File: config.mk
export PLATFORM = sky130hd
export DESIGN_NAME = arbiter_grant_mux
export DESIGN_NICKNAME = d
export VERILOG_FILES = /design/src/rtl/arbiter_grant_mux.sv
export SDC_FILE = /design/constraint.sdc
export NUM_CORES = 1
export LEC_CHECK = 0
export CORE_MARGIN = 2
export CORE_UTILIZATION = 35
export CTS_BUF_LIST = sky130_fd_sc_hd__clkbuf_8
export CTS_CLUSTER_DIAMETER = 40
export CTS_CLUSTER_SIZE = 30
export DETAILED_ROUTE_END_ITERATION = 10
export PLACE_DENSITY = 0.51
export SETUP_SLACK_MARGIN = 0.02
export SLEW_MARGIN = 20
export SYNTH_ARGS = -nofsm -noshare
export SYNTH_HDL_FRONTEND = slang
export SYNTH_SLANG_ARGS = --single-unit
File: constraint.sdc
create_clock -name clk -period 3.3 [get_ports clk]
set_clock_uncertainty 0.1 [all_clocks]
set_input_delay 0.99 -clock clk [delete_from_list [all_inputs] [get_ports clk]]
set_output_delay 0.99 -clock clk [all_outputs]
set_load 0.01 [all_outputs]
File: src/rtl/arbiter_grant_mux.sv
// Requester-side datapath beside a round-robin arbiter: per-requester FIFOs drive `request`,
// and the granted head word is forwarded on a valid/ready port. ARBITER_GRANT_MUX_EARLY_ACK_EN
// releases the grant combinationally in the capture cycle instead of after the downstream accept.
module arbiter_grant_mux #(
    parameter int unsigned P_REQUESTER_NUM = 3,
    parameter int unsigned P_DATA_W        = 32,
    parameter int unsigned P_FIFO_DEPTH    = 4
) (
    input  logic                                clk,
    input  logic                                rst_n,
    input  logic [P_REQUESTER_NUM*P_DATA_W-1:0] in_data,
    input  logic [P_REQUESTER_NUM-1:0]          in_valid,
    output logic [P_REQUESTER_NUM-1:0]          in_ready,
    output logic [P_REQUESTER_NUM-1:0]          request,
    input  logic [P_REQUESTER_NUM-1:0]          grant_valid,
    output logic                                grant_ready,
    output logic [P_DATA_W-1:0]                 out_data,
    output logic                                out_valid,
    input  logic                                out_ready,
    output logic                                grant_err
);
    localparam int unsigned PtrW = $clog2(P_FIFO_DEPTH);
    localparam int unsigned CntW = PtrW + 1;
    localparam int unsigned IdxW = (P_REQUESTER_NUM > 1) ? $clog2(P_REQUESTER_NUM) : 1;

    typedef enum logic [1:0] {StIdle, StSend, StAck} state_e;

    logic [P_DATA_W-1:0] mem_q [P_REQUESTER_NUM][P_FIFO_DEPTH];
    logic [PtrW-1:0]     wr_ptr_q [P_REQUESTER_NUM];
    logic [PtrW-1:0]     rd_ptr_q [P_REQUESTER_NUM];
    logic [CntW-1:0]     cnt_q [P_REQUESTER_NUM];

    logic [P_REQUESTER_NUM-1:0] push, pop, full, empty;

    state_e                     state_q, state_d;
    logic [P_REQUESTER_NUM-1:0] gnt_q, gnt_d;
    logic [P_DATA_W-1:0]        data_q, data_d;
    logic                       err_q, err_d;

    logic [IdxW-1:0]     grant_idx;
    logic                grant_onehot, grant_ok;
    logic [P_DATA_W-1:0] head;

    always_comb begin
        full  = '0;
        empty = '0;
        push  = '0;
        for (int unsigned i = 0; i < P_REQUESTER_NUM; i++) begin
            full[i]  = (cnt_q[i] == CntW'(P_FIFO_DEPTH));
            empty[i] = (cnt_q[i] == '0);
            // full is taken from the registered count, so a same-cycle pop never frees a slot
            push[i]  = in_valid[i] & ~full[i];
        end
    end

    assign in_ready = ~full;
    assign request  = ~empty;

    always_ff @(posedge clk or negedge rst_n) begin
        if (!rst_n) begin
            for (int unsigned i = 0; i < P_REQUESTER_NUM; i++) begin
                wr_ptr_q[i] <= '0;
                rd_ptr_q[i] <= '0;
                cnt_q[i]    <= '0;
            end
        end else begin
            for (int unsigned i = 0; i < P_REQUESTER_NUM; i++) begin
                if (push[i]) wr_ptr_q[i] <= wr_ptr_q[i] + 1'b1;
                if (pop[i])  rd_ptr_q[i] <= rd_ptr_q[i] + 1'b1;
                cnt_q[i] <= cnt_q[i] + CntW'(push[i]) - CntW'(pop[i]);
            end
        end
    end

    always_ff @(posedge clk) begin
        for (int unsigned i = 0; i < P_REQUESTER_NUM; i++) begin
            if (push[i]) mem_q[i][wr_ptr_q[i]] <= in_data[i*P_DATA_W +: P_DATA_W];
        end
    end

    always_comb begin
        grant_idx = '0;
        for (int unsigned i = 0; i < P_REQUESTER_NUM; i++) begin
            if (grant_valid[i]) grant_idx = IdxW'(i);
        end
    end

    assign grant_onehot = (grant_valid != '0) && ((grant_valid & (grant_valid - 1'b1)) == '0);
    assign grant_ok     = grant_onehot && ((grant_valid & request) != '0);
    assign head         = mem_q[grant_idx][rd_ptr_q[grant_idx]];

    always_comb begin
        state_d = state_q;
        gnt_d   = gnt_q;
        data_d  = data_q;
        err_d   = err_q;
        pop     = '0;
        unique case (state_q)
            StIdle: begin
                if (grant_ok) begin
                    gnt_d          = grant_valid;
                    data_d         = head;
                    pop[grant_idx] = 1'b1;
                    state_d        = StSend;
                end else if (grant_valid != '0) begin
                    err_d = 1'b1;
                end
            end
            StSend: begin
`ifdef ARBITER_GRANT_MUX_EARLY_ACK_EN
                if (out_ready) state_d = StIdle;
`else
                if (grant_valid != gnt_q) err_d = 1'b1;
                if (out_ready) state_d = StAck;
`endif
            end
            StAck: begin
                if (grant_valid != gnt_q) err_d = 1'b1;
                state_d = StIdle;
            end
            default: state_d = StIdle;
        endcase
    end

    always_ff @(posedge clk or negedge rst_n) begin
        if (!rst_n) begin
            state_q <= StIdle;
            gnt_q   <= '0;
            data_q  <= '0;
            err_q   <= 1'b0;
        end else begin
            state_q <= state_d;
            gnt_q   <= gnt_d;
            data_q  <= data_d;
            err_q   <= err_d;
        end
    end

    assign out_valid = (state_q == StSend);
    assign out_data  = data_q;
    assign grant_err = err_q;

`ifdef ARBITER_GRANT_MUX_EARLY_ACK_EN
    assign grant_ready = (state_q == StIdle) && grant_ok;
`else
    assign grant_ready = (state_q == StAck);
`endif

endmodule

* After elaboration in Yosys (flattened, before gate mapping)
Memories as Yosys holds them, arrays and structs flattened.
Index checks and enable logic that the tools add are counted.
** Word-level totals
- Bits in registers :: 59
- Memory bits (writable) :: 384
- Input port bits :: 105
- Output and inout bits :: 41
- Word-level logic and storage cells :: 112
- Memories :: 1
** Memory list
- mem_q :: words 3, width 128, rd ports 1, clocked after Yosys merged registers in 0, wr ports 3, RTL line 28 : logic [P_DATA_W-1:0] mem_q [P_REQUESTER_NUM][P_FIFO_DEPTH];
** Cells by class
- $add $sub $neg :: 13
- Order comparisons :: 10
- Equal/unequal tests :: 11
- Muxes and demuxes :: 31
- Bitwise logic cells :: 15
- Reduce and logical (&&, ||, !) cells :: 18
** Operators by type and width (count)
- 128-bit two-way mux :: 3
- 32-bit demux with 2-bit select :: 3
- 32-bit two-way mux :: 5
- 32-bit binary-select mux with 2-bit select :: 1
- 3-bit greater-or-equal comparator, second input constant :: 5
- 2-bit inverter with 3-bit output :: 5
- 2-bit by 1-bit adder with 2-bit output, second input constant :: 6
- 3-bit logical NOT :: 4
- 2-bit two-way mux :: 5
- 3-bit by 1-bit adder with 3-bit output :: 3
- 3-bit equality test, second input constant :: 3
- 3-bit by 1-bit less-than comparator with 1-bit output, second input constant :: 3
- 3-bit by 1-bit subtractor with 3-bit output :: 3
- 1-bit two-way mux :: 8
- 3-bit AND :: 2
- 1-bit logical AND :: 6
- 3-bit two-way mux :: 2
- 2-bit != test, second input constant :: 3
- 3-bit inverter :: 2
- 3-bit nonzero test :: 2
- 2-bit binary-select mux with 2-bit select :: 1
- 2-bit by 1-bit != test with 1-bit output, second input constant :: 2
- 2-bit one-hot mux with 2 select lines :: 1
- 2-bit AND reduction :: 2
- other kinds (14) :: 18

* Depth between registers and ports, before layout
- Depth in word-level cells :: 10
- Mapped depth :: 10
- Mapped depth without buffers :: 10

* Worst setup path after synthesis
No wires, ideal clock.
- Path kind :: in2reg
- From :: input port grant_valid[1]
- To :: register cnt_q[8] (netlist bit)
- Library setup time :: 0.123 ns
- Data arrival time :: 2.909 ns
- Required time :: 3.077 ns
- Setup slack :: 0.168 ns
- Stages :: 10
- Buffers on the path :: 1
- Cell sequence :: buf_4 > nor2_1 > a32oi_4 > nor4_1 > ha_1 > inv_1 > ha_1 > fa_1 > xor2_1 > xnor2_1
** On the way
- Cells in the longest elaborated chain, start to end :: 9
- Elaborated cells between the ends (all ways) :: 18
- Those cells by class :: 2 x add/sub; 2 x order compare; 6 x mux; 2 x bitwise; 6 x reduce/logical
** RTL lines
- start: declaration :: RTL line 15 : input logic [P_REQUESTER_NUM-1:0] grant_valid,
- 1-bit two-way mux :: RTL line 84 : if (grant_valid[i]) grant_idx = IdxW'(i);
- 2-bit two-way mux :: RTL line 84
- 2-bit by 3-bit less-than comparator with 1-bit output (implied by the code) / 2-bit by 1-bit greater-or-equal comparator with 1-bit output (equally long branches) :: RTL line 103 : pop[grant_idx] = 1'b1;
- 1-bit logical AND (implied by the code) :: RTL line 103
- 1-bit two-way mux (implied by the code) :: RTL line 103
- 1-bit demux with 2-bit select :: RTL line 103
- 3-bit two-way mux (*) :: RTL line 100 : if (grant_ok) begin
- 3-bit two-way mux (*) :: RTL line 98 : unique case (state_q)
- net pop[0] :: RTL line 33 : logic [P_REQUESTER_NUM-1:0] push, pop, full, empty;
- 3-bit by 1-bit subtractor with 3-bit output (*) :: RTL line 70 : cnt_q[i] <= cnt_q[i] + CntW'(push[i]) - CntW'(pop[i]);
- end signal: indexed assignment :: RTL line 70
- end: declaration :: RTL line 31 : logic [CntW-1:0] cnt_q [P_REQUESTER_NUM];
The timed path passes the listed nets; every way through them passes the cells marked *.
A chain may end at the register's enable or synchronous reset.

* Worst setup path after layout
- From :: register cnt_q[1] (netlist bit)
- To :: output port request[2]
** On the way
- Cells in the longest elaborated chain, start to end :: 2
** RTL lines
- 3-bit logical NOT :: RTL line 50 : empty[i] = (cnt_q[i] == '0);
- 3-bit inverter :: RTL line 57 : assign request = ~empty;
- end: declaration :: RTL line 14 : output logic [P_REQUESTER_NUM-1:0] request,
No other way between the ends.

==> impl_metrics.sql <==
INSERT INTO impl_metrics (metric_group, metric, value, unit) VALUES
('synth', 'synth_warnings', '0', ''),
('setup_path', 'worst_path_slowest_cell', 'clkdlybuf4s50_1', ''),
('sta', 'min_period', '3.05', 'ns'),
('synth', 'ys_seq_elements', '443', ''),
('synth', 'syn-num-nets', '1149', ''),
('synth', 'synth-edff-count', '384', ''),
('die', 'height_of_the_die', '230', 'µm'),
('layout', 'layout.cells.most_common', 'edfxtp_1', ''),
('synth', 'ys_seq_area_share', '72.7', '%'),
('synth', 'synthesized_instance_count', '1019', ''),
('sta', 'setup_viol_count_final', '0', ''),
('global_routing', 'grt_antenna_before_repair', '1', ''),
('layout', 'core_occupancy_in_the_finished_layout', '44.3', '%'),
('worst_hold_path', 'holdCritPathClass', 'in -> async', ''),
('setup_path', 'crit_path_cell_trace', 'or3_4 -> clkdlybuf4s50_1', ''),
('route', 'drc_errors', '0', ''),
('pwr', 'power.total', '19100', 'µW'),
('layout', 'nets', '1371', ''),
('cts', 'clock_sink_count', '443', ''),
('sta', 'post-route-period-util', '92.3', '%'),
('run', 'max_cap_viol_count', '0', ''),
('route', 'via_per_inst', '4.99', ''),
('die', 'floorplan.initialDensity', '35.6', '%'),
('route', 'post_drt_wl_per_cell', '23.0', 'µm'),
('die', 'core', '50300', 'µm²'),
('cts', 'cts_tree', 'yes', ''),
('cts', 'post_cts_resize_count', '0', ''),
('cts', 'cts.reportedPaths.clkPinSlew', '0.07', 'ns'),
('setup_path', 'worst-setup-path-type', 'reg -> out', ''),
('die', 'fp.dieArea', '52900', 'µm²'),
('pwr', 'power.ir.vdd_worst', '0.462', 'mV'),
('global_routing', 'groute.layer.met3.usage', '3.76', '%'),
('die', 'dieWidth', '230', 'µm'),
('setup_path', 'rrSetupSlack', '0.56', 'ns'),
('setup_path', 'cp-end-kind', 'output port', ''),
('route', 'antenna_violating_nets_post_route', '0', ''),
('die', 'num_io_pins', '146', ''),
('global_routing', 'grt_max_degree', '44', ''),
('layout', 'mostFrequentLayoutCells', '384 x edfxtp_1, 143 x clkdlybuf4s50_1, 128 x mux2i_1, 75 x mux2_2, 75 x clkbuf_8', ''),
('synth', 'synth_top_flop_cell', 'edfxtp_1', ''),
('setup_path', 'critical_path_required', '2.21', 'ns'),
('pwr', 'p_leak', '0.00793', 'µW'),
('synth', 'ys_async_sr_fraction', '13.3', '%'),
('setup_path', 'reg2regPathDepth', '10', ''),
('route', 'num_vias', '9821', ''),
('die', 'core.rowCount', '82', ''),
('status', 'outcome', 'completed', ''),
('cts', 'worstSkewPairLatency', '0.64', 'ns'),
('setup_path', 'reg2reg_to', 'cnt_q[8]', ''),
('global_routing', 'grt.met2_usage', '30.1', '%'),
('sta', 'max_slew.worst_pin.slew', '0.845', 'ns'),
('global_routing', 'grt_overflow_total', '0', ''),
('global_routing', 'grt_first_pass_wirelength', '67.2', 'mm'),
('cts', 'hold_buf_cts', '0', ''),
('route', 'drt_pass1_iterations', '5', ''),
('setup_path', 'r2r_start', 'state_q[0]', ''),
('sta', 'maxSlewHeadroom', '43.6', '%'),
('placed_design', 'dpl.hpwl', '29.1', 'mm'),
('global_routing', 'first_global_vias', '10500', ''),
('cts', 'cts_setup_buffers', '0', ''),
('synth', 'synth.avg_cell_area', '17.6', 'µm²'),
('sta', 'timing_max_transition_violations_final', '0', ''),
('layout', 'diodes', '0', ''),
('global_routing', 'top_usage_layer', 'met2', ''),
('pwr', 'p_per_area', '856', 'nW/µm²'),
('sta', 'maxClockFrequency', '0.328', 'GHz'),
('synth', 'syn_area', '17900', 'µm²'),
('route', 'drt_wl_total', '45.2', 'mm'),
('setup_path', 'crit_end', 'request[2]', ''),
('placed_design', 'numPortBuffers', '145', ''),
('cts', 'cts.path.max_buffers', '3', '');
==> per-layer routing <==
layer / routed length, µm / up-vias / share of wire, %
met5: 16 / - / 0.035
met4: 1290 / 2 / 2.8
met3: 1850 / 78 / 4.1
met2: 22900 / 238 / 51
met1: 19100 / 4983 / 42
li1: - / 4520 / -
==> critical path, delay by kind of cell (launching register included) <==
kind          cells  cell delay (ns)
buf+inv           1             0.50
flops             1             0.41
simple gates      1             0.44
==> how the worst min path moves through the flow <==
stage	slack [ns]	to	cells after the start
final	0.28	out_data[28]	1
after floorplan	0.36	rd_ptr_q[1]	1
after detailed placement	0.35	grant_err	2
after CTS	0.25	out_data[18]	1
after global placement	0.37	out_data[0]	1
after global routing	0.26	out_data[27]	1
==> registers in the layout (all words and copies together), names as in the netlist <==
| signal | count |
|---|---|
| state_q | 2 |
| wr_ptr_q | 6 |
| grant_err | 1 |
| out_data | 32 |
| rd_ptr_q | 6 |
| cnt_q | 9 |
| gnt_q | 3 |
| mem_q | 384 |
==> metrics by stage <==
step / instance area (µm²) / setup slack [ns] / setup TNS, ns / instances / hold slack [ns]
global placement: 20700 / -0.155 / -0.438 / 1840 / 0.372
CTS: 22300 / 0.188 / 0 / 1970 / 0.248
finish: 22300 / 0.254 / 0 / 1970 / 0.277
floorplan: 17900 / 0.168 / 0 / 1019 / 0.358
global route: 22300 / 0.168 / 0 / 1970 / 0.264
detailed placement: 20700 / -0.238 / -0.670 / 1840 / 0.353
==> cell usage after synthesis (2+ instances only) <==
master | number | area, µm²
mux2_1 | 27 | 304
mux2i_1 | 129 | 1290
o22a_1 | 64 | 561
nor3_1 | 3 | 15.0
o22ai_1 | 64 | 400
or3_4 | 2 | 22.5
xor2_1 | 6 | 52.6
edfxtp_1 | 384 | 11500
dfrtp_1 | 59 | 1480
and2_1 | 4 | 25.0
buf_1 | 9 | 33.8
inv_1 | 27 | 101
fa_1 | 3 | 60.1
xnor2_1 | 11 | 96.3
a22oi_1 | 32 | 240
nor2_1 | 6 | 22.5
mux2_2 | 75 | 845
nor4_1 | 2 | 12.5
and3_1 | 12 | 75.1
nand2_1 | 6 | 22.5
ha_1 | 22 | 275
buf_2 | 20 | 100
clkbuf_1 | 29 | 109
nand2b_1 | 2 | 12.5
buf_6 | 3 | 33.8
==> area by class of cell <==
| class | count | area, µm² | share of cell area [%] |
|---|---|---|---|
| Sequential cell | 443 | 13000 | 58.4 |
| Clock buffer | 75 | 1030 | 4.63 |
| Inverter | 27 | 101 | 0.455 |
| Tap cell | 672 | 841 | 3.77 |
| Clock inverter | 55 | 561 | 2.51 |
| Timing Repair Buffer | 211 | 2230 | 9.99 |
| Multi-Input combinational cell | 487 | 4510 | 20.2 |
==> cells by family after synthesis <==
logic type / count (synthesis) / share of synthesized area (%)
flops: 443 / 72.7
mux: 231 / 13.6
compound gates: 172 / 7.43
buf+inv: 89 / 2.15
simple gates: 42 / 1.36
fa+ha+maj: 25 / 1.87
xor+xnor: 17 / 0.832
==> where the power goes <==
group / switching (µW) / internal [µW] / total (µW)
Sequential: 704 / 7520 / 8220
Clock: 2330 / 2900 / 5220
Combinational: 2910 / 2720 / 5630
(Power assumes the default switching activity.)
==> patch 1 (config.mk and constraints unchanged) <==
Change the parameter `P_REQUESTER_NUM` from 3 to 2.
--- a/src/rtl/arbiter_grant_mux.sv
+++ b/src/rtl/arbiter_grant_mux.sv
@@ -2,7 +2,7 @@
 // and the granted head word is forwarded on a valid/ready port. ARBITER_GRANT_MUX_EARLY_ACK_EN
 // releases the grant combinationally in the capture cycle instead of after the downstream accept.
 module arbiter_grant_mux #(
-    parameter int unsigned P_REQUESTER_NUM = 3,
+    parameter int unsigned P_REQUESTER_NUM = 2,
     parameter int unsigned P_DATA_W        = 32,
     parameter int unsigned P_FIFO_DEPTH    = 4
 ) (
Interface: changed (5 resized); port bits go from 146 to 110. The function was not compared with the original's and may differ.
==> patch 1 against the unedited design <==
Area after synthesis decreased by 31%; design area down 32%; critical path depth unchanged; sequential cell count shrank 136; critical endpoint is now request[0]; maximum frequency up 2.3%; combinational power is 25% lower; non-clock buffer count is 67 lower; wire length shrank 35%; total power is 31% lower; worst hold slack gained 0.11 ns; setup slack improved by 0.069 ns.
==> patch 1: results (changes against the unedited design) <==
status: "completed"
layout.nets: 930  # -32%
fin_ws_ns: 0.322  # +0.0688 ns
vdd_drop_max_mv: 0.373  # -19%
nFillCells: 3117  # -30%
grt_pass1_vias: 7197  # -31%
wl_met2_mm: 14.1  # -38%
use_met2: 0.265  # -0.0353
wl_per_cell_um: 22.1  # -3.7%
largest_reg_flops: 256  # -33%
drt_iter0_drc: 437  # -33%
grt_util_all_layers: 0.162  # -0.0118
worst-path-max-fanout: 5  # +1
cts_buffers: 39  # -45%
place_hpwl_mm: 17.8  # -39%
insertion_delay_ns: 0.56  # -0.08 ns
grt_max_degree: 37  # -16%
synth_edf_count: 256  # -33%
p_leak_nw: 5.24  # -34%
antenna_found_initial: 5  # +4
clkTransAtPathRegs_ns: 0.09  # +0.02 ns
synth-xor-area-share: 0.00856  # +0.000233
routed-via-count: 6761  # -31%
synth_compound_area_frac: 0.0884  # +0.0141
cts.htree.levels: 2  # -1
cp.arrival_ns: 1.89  # -0.07 ns
synth_fa_ha_area_frac: 0.0206  # +0.00183
worst-r2r-cell-count: 11  # +1
gp_congestion: 0.746  # -0.41%
dr.pass1.iters: 4  # -1
layout-drive-gt1-share: 0.182  # -0.0249
synth.distinct_cells: 35  # -19%
met1_usage: 0.212  # -0.00269
async_flop_share: 0.166  # +0.0329
synth_area_leaders: "edfxtp_1 (63%), dfrtp_1 (10%), mux2_2 (3.3%)"
syn_nets: 791  # -31%
synthMuxAreaShare: 0.0939  # -0.0425
vias_per_cell: 5.10  # +2.3%
wl_met1_mm: 13.0  # -32%
syn_inst: 701  # -31%
dpl-instance-area_um2: 14200  # -32%
met3_usage: 0.0406  # +0.00300
wl_met3_mm: 1.64  # -11%
hold_ws_ns: 0.384  # +0.106 ns
synth_common_cells: "edfxtp_1 (256), dfrtp_1 (51), mux2_2 (36), o211ai_1 (33)"
[patch 1: power by group through the flow]
stage                     combinational (mW)  sequential (mW)  clock (mW)
final                                   4.24             5.60        3.31
after global routing                    4.58             5.69        3.56
after CTS                               4.32             5.62        3.42
after detailed placement                4.29             5.70           0
after global placement                  4.18             5.65           0
after floorplan                         2.50             5.67           0
[patch 1: final timing paths]
kind / from / end
worst max-delay path: cnt_q[4] / request[0]
worst min-delay path: rst_n / out_data[6]
worst max register to register: state_q[1] / cnt_q[5]
worst min register to register: gnt_q[1] / gnt_q[1]
max in group asynchronous: rst_n / out_data[29]
min in group clk: gnt_q[1] / gnt_q[1]
[patch 1: area by class of cell]
class	instances	area, µm²	share of cell area
Tap cell	455	569	0.0376
Antenna cell	1	2.50	0.000165
Clock inverter	28	372	0.0245
Clock buffer	43	592	0.0391
Timing Repair Buffer	144	1540	0.101
Inverter	16	60.1	0.00397
Sequential cell	307	8960	0.592
Multi-Input combinational cell	332	3040	0.201
==> patch 2 (same settings) <==
Made on the original files. Make the reset (`rst_n`) synchronous in 2 clocked blocks.
--- a/src/rtl/arbiter_grant_mux.sv
+++ b/src/rtl/arbiter_grant_mux.sv
@@ -56,7 +56,7 @@
     assign in_ready = ~full;
     assign request  = ~empty;
 
-    always_ff @(posedge clk or negedge rst_n) begin
+    always_ff @(posedge clk) begin
         if (!rst_n) begin
             for (int unsigned i = 0; i < P_REQUESTER_NUM; i++) begin
                 wr_ptr_q[i] <= '0;
@@ -122,7 +122,7 @@
         endcase
     end
 
-    always_ff @(posedge clk or negedge rst_n) begin
+    always_ff @(posedge clk) begin
         if (!rst_n) begin
             state_q <= StIdle;
             gnt_q   <= '0;
Function: differs if rst_n is asserted again (counterexample within 4 cycles, from zero or initial values and one cycle with rst_n low); with rst_n held inactive, the same outputs for 4 cycles.
==> patch 2 against the unedited design <==
Sequential share of layout area increased by 1.8 points; maximum frequency shrank 0.11%; synthesized cell count increased by 6.2%; setup slack got worse by 0.0033 ns; design area is 4.4% lower; critical endpoint unchanged; die area decreased by 2.8%; area after synthesis decreased by 2.8%; sequential cell count stayed put; wire length shrank 0.28%; core utilization decreased by 0.79 points; critical path depth did not move.
Power is not compared: it rests on default switching activity, and its combinational part moved more than twofold at a synthesized area within 25%.
==> patch 2: results (changes against the unedited design) <==
status: "completed"
post-place-ws_ns: -0.346  # -0.109 ns
postCtsResizedCells: 0  # unchanged
min_path_cells: 2
cts_buffers: 59  # -17%
cp.arrival_ns: 1.96  # about the same
grt_pass1_vias: 10600  # +0.84%
layout.nets: 1393  # +1.6%
place_hpwl_mm: 25.7  # -12%
cts_root_buffer: "clkbuf_8"
io_buffers: 145  # unchanged
hold_ws_ns: 0.373  # +0.0952 ns
grt_first_pass_wirelength_mm: 66.2  # -1.4%
cts.path.max_buffers: 3  # unchanged
vias_per_cell: 5.16  # +3.5%
synth_edf_count: 396  # +3.1%
vdd_drop_max_mv: 0.297
worstHoldStart: "gnt_q[0]"
cts.htree.levels: 2  # -1
antenna_found_initial: 3  # +2
synth_area_leaders: "edfxtp_1 (68%), dfxtp_1 (5.4%), mux2_2 (4.1%)"
grt_util_all_layers: 0.177  # +0.00312
async_flop_share: 0  # -0.133
gp_congestion: 0.699  # -6.7%
hold_end: "gnt_q[0]"
worst-path-max-fanout: 3  # -1
yosysSeqAreaShare: 0.738  # +0.0111
synth_common_cells: "edfxtp_1 (396), a211oi_1 (66), mux2_2 (64), nor2b_1 (64), o22ai_1 (64)"
largest_reg_flops: 384  # unchanged
max_slew_margin: 0.491  # +0.0548
hold_path_class: "flop to flop"
pg_clk_mw: 4.64
r2r_start: "cnt_q[0][7]"
clkTransAtPathRegs_ns: 0.07  # about the same
p_leak_nw: 6.99
postCtsSetupBuffers: 0  # unchanged
yosys_warnings: 0  # unchanged
fin_cells: 1980  # +0.51%
layout-drive-gt1-share: 0.180  # -0.0269
rr_endpoint: "cnt_q[0][2]"
synth.distinct_cells: 40  # -7.0%
dp.cells: 1866  # +1.4%
syn_nets: 1212  # +5.5%
dr.pass1.iters: 5  # unchanged
synth_ff_type: "edfxtp_1"
r2r_slack_ns: 0.57
p_comb_mw: 2.58
drt_iter0_drc: 591  # -9.1%
insertion_delay_ns: 0.68  # +0.04 ns
syn_inst: 1082  # +6.2%
grt_max_degree: 93  # +110%
p_switching_mw: 3.99
dpl-instance-area_um2: 20000  # -3.6%
worst-r2r-cell-count: 12  # +2
wl_per_cell_um: 22.8  # -0.78%
patch 2: metrics by stage:
| stage | util | total power, mW | TNS, ns |
|---|---|---|---|
| detailed placement | 0.408 | 9.87 | -1.71 |
| global route | 0.435 | 15.0 | 0 |
| global placement | 0.408 | 9.83 | -1.32 |
| finish | 0.436 | 14.3 | 0 |
| floorplan | - | 8.57 | 0 |
| CTS | 0.435 | 14.5 | 0 |
patch 2: kinds of logic after synthesis:
kind of cell / count (synthesis) / share of synthesized area
muxes: 66 / 0.0426
adders and majority gates: 25 / 0.0193
AOI/OAI and AO/OA: 272 / 0.117
DFF: 443 / 0.738
and+or+nand+nor: 168 / 0.0528
xor gates and xnor gates: 11 / 0.00554
buffers and inverters: 97 / 0.0250
patch 2: how the worst max path moves through the flow:
stage / slack (ns) / cells after the start / from / endpoint
floorplan: 0.06 / 13 / grant_valid[2] / cnt_q[0][2]
global placement: -0.27 / 12 / grant_valid[0] / cnt_q[0][4]
detailed placement: -0.35 / 12 / grant_valid[0] / cnt_q[0][4]
CTS: 0.17 / 2 / cnt_q[0][7] / request[2]
global route: 0.14 / 3 / cnt_q[0][4] / in_ready[1]
finish: 0.25 / 2 / cnt_q[0][7] / request[2]
patch 2: routing by layer:
layer	up-vias	track usage	share of wire
met3	73	0.0343	0.058
li1	4663	-	-
met5	-	0	0.00053
met1	5196	0.237	0.44
met4	4	0.0584	0.021
met2	276	0.288	0.48
patch 2: cell type report:
cell class              count  area, µm²
inverters                  26       97.6
multi-input cells         542       4150
fillers                  4378      27600
flip-flops and latches    443      12800
well taps                 664        831
repair buffers            191       2050
clock inverters            49        484
diodes                      2       5.00
clock buffers              63        867
patch 2: worst max-delay path, cell delays in order (launching register included):
cell             delay [ns]
dfxtp_1                0.34
or3_1                  0.45
clkdlybuf4s50_1        0.51
